File: src/rtl/bp_iteration_scheduler.sv
// Iteration sequencer for a belief-propagation LDPC decoder.
// Steps column, row and syndrome phases with a per-phase watchdog.
module bp_iteration_scheduler #(
    parameter int ITER_W  = 6,
    parameter int TMO_W   = 10,
    parameter int TMO_MAX = 1000
) (
    input  logic              clk,
    input  logic              rst_n,
    input  logic              start,
    input  logic              abort,
    input  logic [ITER_W-1:0] max_iter,
    output logic              clr,
    output logic              col_start,
    input  logic              col_done,
    output logic              row_start,
    input  logic              row_done,
    output logic              syn_start,
    input  logic              syn_done,
    input  logic              syn_zero,
    output logic              busy,
    output logic              done,
    output logic              converged,
    output logic              timeout,
    output logic [ITER_W-1:0] iter_count
);

    typedef enum logic [3:0] {
        S_IDLE, S_CLR, S_COL_GO, S_COL_WT, S_ROW_GO,
        S_ROW_WT, S_SYN_GO, S_SYN_WT, S_FIN
    } state_t;

    state_t            state;
    state_t            state_nx;
    logic [ITER_W-1:0] lim;
    logic [ITER_W-1:0] iter_inc;
    logic [TMO_W-1:0]  wd;
    logic              wd_exp;
    logic              last_iter;
    logic              aborting;

    assign wd_exp    = (wd == TMO_W'(TMO_MAX - 1));
    assign iter_inc  = iter_count + ITER_W'(1);
    assign last_iter = (iter_inc == lim);
    assign aborting  = abort && (state != S_IDLE);

    // State register
    always_ff @(posedge clk or negedge rst_n) begin
        if (!rst_n) state <= S_IDLE;
        else        state <= state_nx;
    end

    // Next-state selection; abort overrides every other transition
    always_comb begin
        state_nx = state;
        unique case (state)
            S_IDLE:   if (start) state_nx = S_CLR;
            S_CLR:    state_nx = S_COL_GO;
            S_COL_GO: state_nx = S_COL_WT;
            S_COL_WT: begin
                if (col_done)    state_nx = S_ROW_GO;
                else if (wd_exp) state_nx = S_FIN;
            end
            S_ROW_GO: state_nx = S_ROW_WT;
            S_ROW_WT: begin
                if (row_done)    state_nx = S_SYN_GO;
                else if (wd_exp) state_nx = S_FIN;
            end
            S_SYN_GO: state_nx = S_SYN_WT;
            S_SYN_WT: begin
                if (syn_done) begin
                    if (syn_zero || last_iter) state_nx = S_FIN;
                    else                       state_nx = S_COL_GO;
                end else if (wd_exp) begin
                    state_nx = S_FIN;
                end
            end
            S_FIN:    state_nx = S_IDLE;
            default:  state_nx = S_IDLE;
        endcase
        if (aborting) state_nx = S_IDLE;
    end

    // Strobes and busy/done decoded from the state register only
    always_comb begin
        clr       = (state == S_CLR);
        col_start = (state == S_COL_GO);
        row_start = (state == S_ROW_GO);
        syn_start = (state == S_SYN_GO);
        done      = (state == S_FIN);
        busy      = (state != S_IDLE);
    end

    // Limit latch, iteration counter, watchdog and result status
    always_ff @(posedge clk or negedge rst_n) begin
        if (!rst_n) begin
            lim        <= '0;
            iter_count <= '0;
            wd         <= '0;
            converged  <= 1'b0;
            timeout    <= 1'b0;
        end else if (!aborting) begin
            case (state)
                S_IDLE: begin
                    if (start) begin
                        lim        <= (max_iter == '0) ? ITER_W'(1) : max_iter;
                        iter_count <= '0;
                        converged  <= 1'b0;
                        timeout    <= 1'b0;
                    end
                end
                S_COL_GO, S_ROW_GO, S_SYN_GO: wd <= '0;
                S_COL_WT: begin
                    if (!col_done) begin
                        if (wd_exp) timeout <= 1'b1;
                        else        wd      <= wd + TMO_W'(1);
                    end
                end
                S_ROW_WT: begin
                    if (!row_done) begin
                        if (wd_exp) timeout <= 1'b1;
                        else        wd      <= wd + TMO_W'(1);
                    end
                end
                S_SYN_WT: begin
                    if (syn_done) begin
                        iter_count <= iter_inc;
                        if (syn_zero) converged <= 1'b1;
                    end else if (wd_exp) begin
                        timeout <= 1'b1;
                    end else begin
                        wd <= wd + TMO_W'(1);
                    end
                end
                default: ;
            endcase
        end
    end

endmodule

File: config.mk
export PLATFORM = sky130hd
export DESIGN_NAME = bp_iteration_scheduler
export DESIGN_NICKNAME = d
export VERILOG_FILES = /design/src/rtl/bp_iteration_scheduler.sv
export SDC_FILE = /design/constraint.sdc
export NUM_CORES = 1
export LEC_CHECK = 0
export CAP_MARGIN = 40
export CORE_MARGIN = 4
export CORE_UTILIZATION = 48
export CTS_CLUSTER_DIAMETER = 150
export CTS_CLUSTER_SIZE = 14
export DETAILED_ROUTE_END_ITERATION = 16
export PLACE_DENSITY = 0.72
export SLEW_MARGIN = 20
export SYNTH_ARGS = -nofsm -noshare
export SYNTH_HDL_FRONTEND = slang
export SYNTH_SLANG_ARGS = --single-unit
File: constraint.sdc
create_clock -name clk -period 1.5 [get_ports clk]
set_input_delay 0.15 -clock clk [delete_from_list [all_inputs] [get_ports clk]]
set_output_delay 0.15 -clock clk [all_outputs]
set_load 0.05 [all_outputs]
==> summary by stage <==
Cells and area
The post-layout net count is approximately 320. Summing all non-filler instances in the final layout gives an area of roughly 0.0033 mm². The repair_antennas step left the layout with diodes totalling 0.

The area growth from synthesis to layout is 85.1%. The utilization after layout is 0.950. The share of layout cells above drive strength 1 is 0.605.

The number of fill cells is 94.

Global routing
The first global-routing pass estimated 10900 µm of wire. The final global-route overflow total is 0. For this run, the total global-route usage over all layers was measured as 0.317. The largest net degree at the start of global routing is 29. The number of global-route vias before repair is between 2000 and 2500. The number of antenna violations at the first check in global routing is 0.

Timing
The post-layout worst setup margin is -0.377 ns. The routed design could run at a clock period as short as around 1.9 ns. The final cycle utilization of the critical path is 1.25. For the final database, setup skew stands at 0.00812 ns. Static timing analysis puts the maximum clock frequency at about 0.53 GHz. The slew at the pin closest to its max-slew limit is between 0.3 and 0.4 ns.

Setup repair after global routing could not meet its margin everywhere. The final number of max-transition violations is 0. The count of endpoints failing hold in the final timing report is 0. Setup violations remaining at the end of the flow were counted as 34.

In this run the tightest slew margin relative to its limit is 0.748.

Clock tree
The clock-pin slew on the worst setup and hold paths is 0.11 ns. The tree is rooted in a sky130_fd_sc_hd__clkbuf_8. CTS saw 28 sinks.

The number of levels in the clock H-tree is 1. The number of CTS-inserted buffers is 3. The CTS tree is yes. The source-to-sink clock delay at the later pin of the worst-skew pair is between 0.2 and 0.3 ns.

After clock tree synthesis, the flow added hold-fix buffers numbering 0. No sink is reached through more buffers than the 2 on the longest clock path.

Die
In this run the count of I/O pins placed on the die edge is 28. The number of rows in the core area is 21. The initial utilization of the core area, before any placement, comes to 0.513. The placeable core area is roughly 0.0034 mm².

The die covers roughly 0.0047 mm². The die is around 70 µm tall. From left edge to right edge, the die measures a little under 70 µm.

Place
At the end of routability-driven placement, the weighted congestion stood at 0.899. Buffers placed on the I/O ports in this run total 27. The wire-length estimate of the detail-placed layout is around 4200 µm. The total placed instance area is approximately 0.0027 mm².

Synthesis
The net count of the mapped netlist is 217. For this run, asynchronously set or reset flops after synthesis account for 1.00. Of the post-synthesis cell area, the dominant cell type holds 0.397. Of all cell types, the one taking the most synthesized area is sky130_fd_sc_hd__dfrtp_1. The number of instances in the synthesized netlist is roughly 200.

In the synthesized netlist the dominant register cell turns out to be sky130_fd_sc_hd__dfrtp_1. The register area share after synthesis is 0.397. The synthesized design contains 28 register bits. Ranked by total cell area, the synthesized netlist is headed by sky130_fd_sc_hd__dfrtp_1 (40%), sky130_fd_sc_hd__nand2_1 (4.2%), sky130_fd_sc_hd__nor2_1 (3.2%), sky130_fd_sc_hd__o21ai_0 (3.1%), sky130_fd_sc_hd__nand3b_1 (3.0%).

The synthesized area per cell is roughly 9 µm². The count of flip-flops with a built-in enable after synthesis is 0. During synthesis, Yosys emitted a total of 0 warnings. The synthesized area is around 0.0018 mm². The count of unique library cells instantiated by Yosys is 53.

Critical path
The endpoint arrival time on the critical path is 2.08 ns. The kind of launch point of the worst setup path is a flip-flop. The total number of cells along the worst setup path is 7.

For flop-to-flop paths, the worst setup slack is -0.38 ns. In this design, the stage delay of the slowest critical-path cell is 0.48 ns. In this run the worst setup path terminates at iter_count[3].

The top cell family by delay on the critical path is simple AND/OR/NAND/NOR gates. The number of cells on the worst reg-to-reg path is 7. The critical path buffer and inverter count is 2.

Of all nets on the critical path, the largest fanout is 6. On the critical path, the stage with the largest delay is an instance of sky130_fd_sc_hd__dfrtp_2. The startpoint of the most critical register-to-register path is state[2]. The nature of the critical path endpoint is a flip-flop. The data required time of the critical path is around 1.7 ns. The signal on the critical path passes through buf_6, nand4b_1, buf_4, or2_4, nor3_4, nand2_1, o21ai_1. The critical path start-end classification is reg -> reg.

The capture point of the worst reg-to-reg path is iter_count[3]. The most critical setup path has its startpoint at state[2].

Pwr
Across the VDD grid, the largest voltage drop is 1540 µV. For this design the ratio of total power to cell area is about 1500 mW/mm². The analysis attributes to cell leakage a power of 1.38 nW.

Detailed routing
The mean routed wirelength per cell is ~27 µm. Wires add up to about 9400 µm. The number of DRC violations after detailed routing is 0. The number of vias after detailed routing is ~2400. The pre-antenna-repair detailed-routing pass consisted of 5 iterations. In this run, the number of DRC markers left after iteration 0 of detailed routing was between 300 and 400.

Using the TritonRoute via totals, the vias-per-cell ratio works out to around 7. The final antenna-violating net count is 0.

Flow run
The reported max-cap violation count is 0.

Run status
The run finished, with violations left. The checks that failed: setup timing.

Min path
The min-delay analysis places its worst path in the category in -> async.
==> cell families (layout without fill, tap and decap cells) <==
family,after synthesis,after routing,synth area share
AO/OA/AOI/OAI,49,49,0.177
flip-flops,28,28,0.397
adder cells (fa/ha/maj),2,2,0.0142
multiplexers,6,6,0.0368
buffers and inverters,17,115,0.0467
AND/OR/NAND/NOR,90,90,0.284
XOR/XNOR,9,9,0.0446
==> placed cells by master, fill, tap and decap left out, types with 4 or more instances in the layout <==
cell type,instances
sky130_fd_sc_hd__o21ai_1,4
sky130_fd_sc_hd__nand3b_1,7
sky130_fd_sc_hd__nor2_1,12
sky130_fd_sc_hd__dfrtp_1,19
sky130_fd_sc_hd__clkdlybuf4s50_1,13
sky130_fd_sc_hd__nand3_2,4
sky130_fd_sc_hd__o21ai_2,10
sky130_fd_sc_hd__a21oi_2,5
sky130_fd_sc_hd__xor2_1,4
sky130_fd_sc_hd__o21ai_0,4
sky130_fd_sc_hd__xnor2_1,4
sky130_fd_sc_hd__mux2_4,4
sky130_fd_sc_hd__nand2_1,15
sky130_fd_sc_hd__dfrtp_2,9
sky130_fd_sc_hd__buf_6,12
sky130_fd_sc_hd__nor2_4,4
sky130_fd_sc_hd__buf_4,67
sky130_fd_sc_hd__buf_12,10
==> worst min path at each step <==
stage	endpoint	slack (ns)	cells past startpoint
2_1_floorplan	converged	-0.15	0
3_3_place_gp	timeout	0.48	2
3_5_place_dp	timeout	0.50	2
4_1_cts	lim[2]	0.25	2
5_1_grt	converged	0.29	2
6_report	converged	0.26	2
==> synthesized netlist by cell type (3+ instances only) <==
cell,count
sky130_fd_sc_hd__nand3b_1,7
sky130_fd_sc_hd__nand2b_1,5
sky130_fd_sc_hd__inv_1,4
sky130_fd_sc_hd__and3_1,3
sky130_fd_sc_hd__a21oi_1,8
sky130_fd_sc_hd__o21ai_0,11
sky130_fd_sc_hd__nor2_1,15
sky130_fd_sc_hd__a22o_1,3
sky130_fd_sc_hd__nand3_1,6
sky130_fd_sc_hd__dfrtp_1,28
sky130_fd_sc_hd__xnor2_1,4
sky130_fd_sc_hd__o21ai_1,8
sky130_fd_sc_hd__nor3_1,8
sky130_fd_sc_hd__or2_1,3
sky130_fd_sc_hd__nor4_1,3
sky130_fd_sc_hd__xor2_1,5
sky130_fd_sc_hd__mux2_2,4
sky130_fd_sc_hd__nand2_1,20
sky130_fd_sc_hd__buf_2,6
==> power by group <==
| part | switching (mW) | internal [mW] | leakage, nW | total (mW) |
|---|---|---|---|---|
| sequential | 0.215 | 0.954 | 0.342 | 1.17 |
| combinational | 1.60 | 1.47 | 1.00 | 3.07 |
| clock | 0.282 | 0.359 | 0.0357 | 0.641 |
| total | 2.10 | 2.78 | 1.38 | 4.88 |
==> worst reg2reg max path, cell delays in order (launching register included) <==
cell and delay, ns:
sky130_fd_sc_hd__dfrtp_2 0.48, sky130_fd_sc_hd__buf_6 0.15, sky130_fd_sc_hd__nand4b_1 0.14, sky130_fd_sc_hd__buf_4 0.18
sky130_fd_sc_hd__or2_4 0.25, sky130_fd_sc_hd__nor3_4 0.26, sky130_fd_sc_hd__nand2_1 0.15, sky130_fd_sc_hd__o21ai_1 0.18
==> registers in the layout (all words and copies together) (netlist names) <==
register,count
iter_count,6
state,4
timeout,1
converged,1
wd,10
lim,6
==> routing by layer <==
layer,wire (µm),GRT usage,vias to the layer above
li1,-,-,929
met1,3160,0.389,1127
met2,4390,0.530,248
met3,941,0.0616,113
met4,871,0.154,0
met5,0,0,-
==> area by class of cell <==
class                   count  area, µm²  share of cell area
clock buffers               3       41.3              0.0126
clock inverters             1       30.0             0.00918
inverters                   6       25.0             0.00765
multi-input cells         156       1400               0.428
flip-flops and latches     28        712               0.218
well taps                  46       57.6              0.0176
repair buffers            105       1000               0.307
==> metrics by stage <==
stage | setup WS (ns) | total power, mW | std cells | hold slack [ns] | TNS (ns)
after floorplan | -0.245 | 2.32 | 201 | -0.146 | -2.86
after global placement | -0.248 | 3.19 | 325 | 0.484 | -4.69
after detailed placement | -0.362 | 3.27 | 325 | 0.504 | -6.06
after CTS | -0.185 | 4.24 | 335 | 0.246 | -3.64
after global routing | -0.442 | 5.03 | 345 | 0.289 | -9.80
final | -0.377 | 4.88 | 345 | 0.257 | -7.76
==> repair_timing <==
action	4_1_cts	5_1_grt
pin swaps	16	14
gates resized for setup	53	44
setup endpoints to repair	34	34
buffers inserted	8	11
No activity file was read; power rests on OpenSTA's default activity.
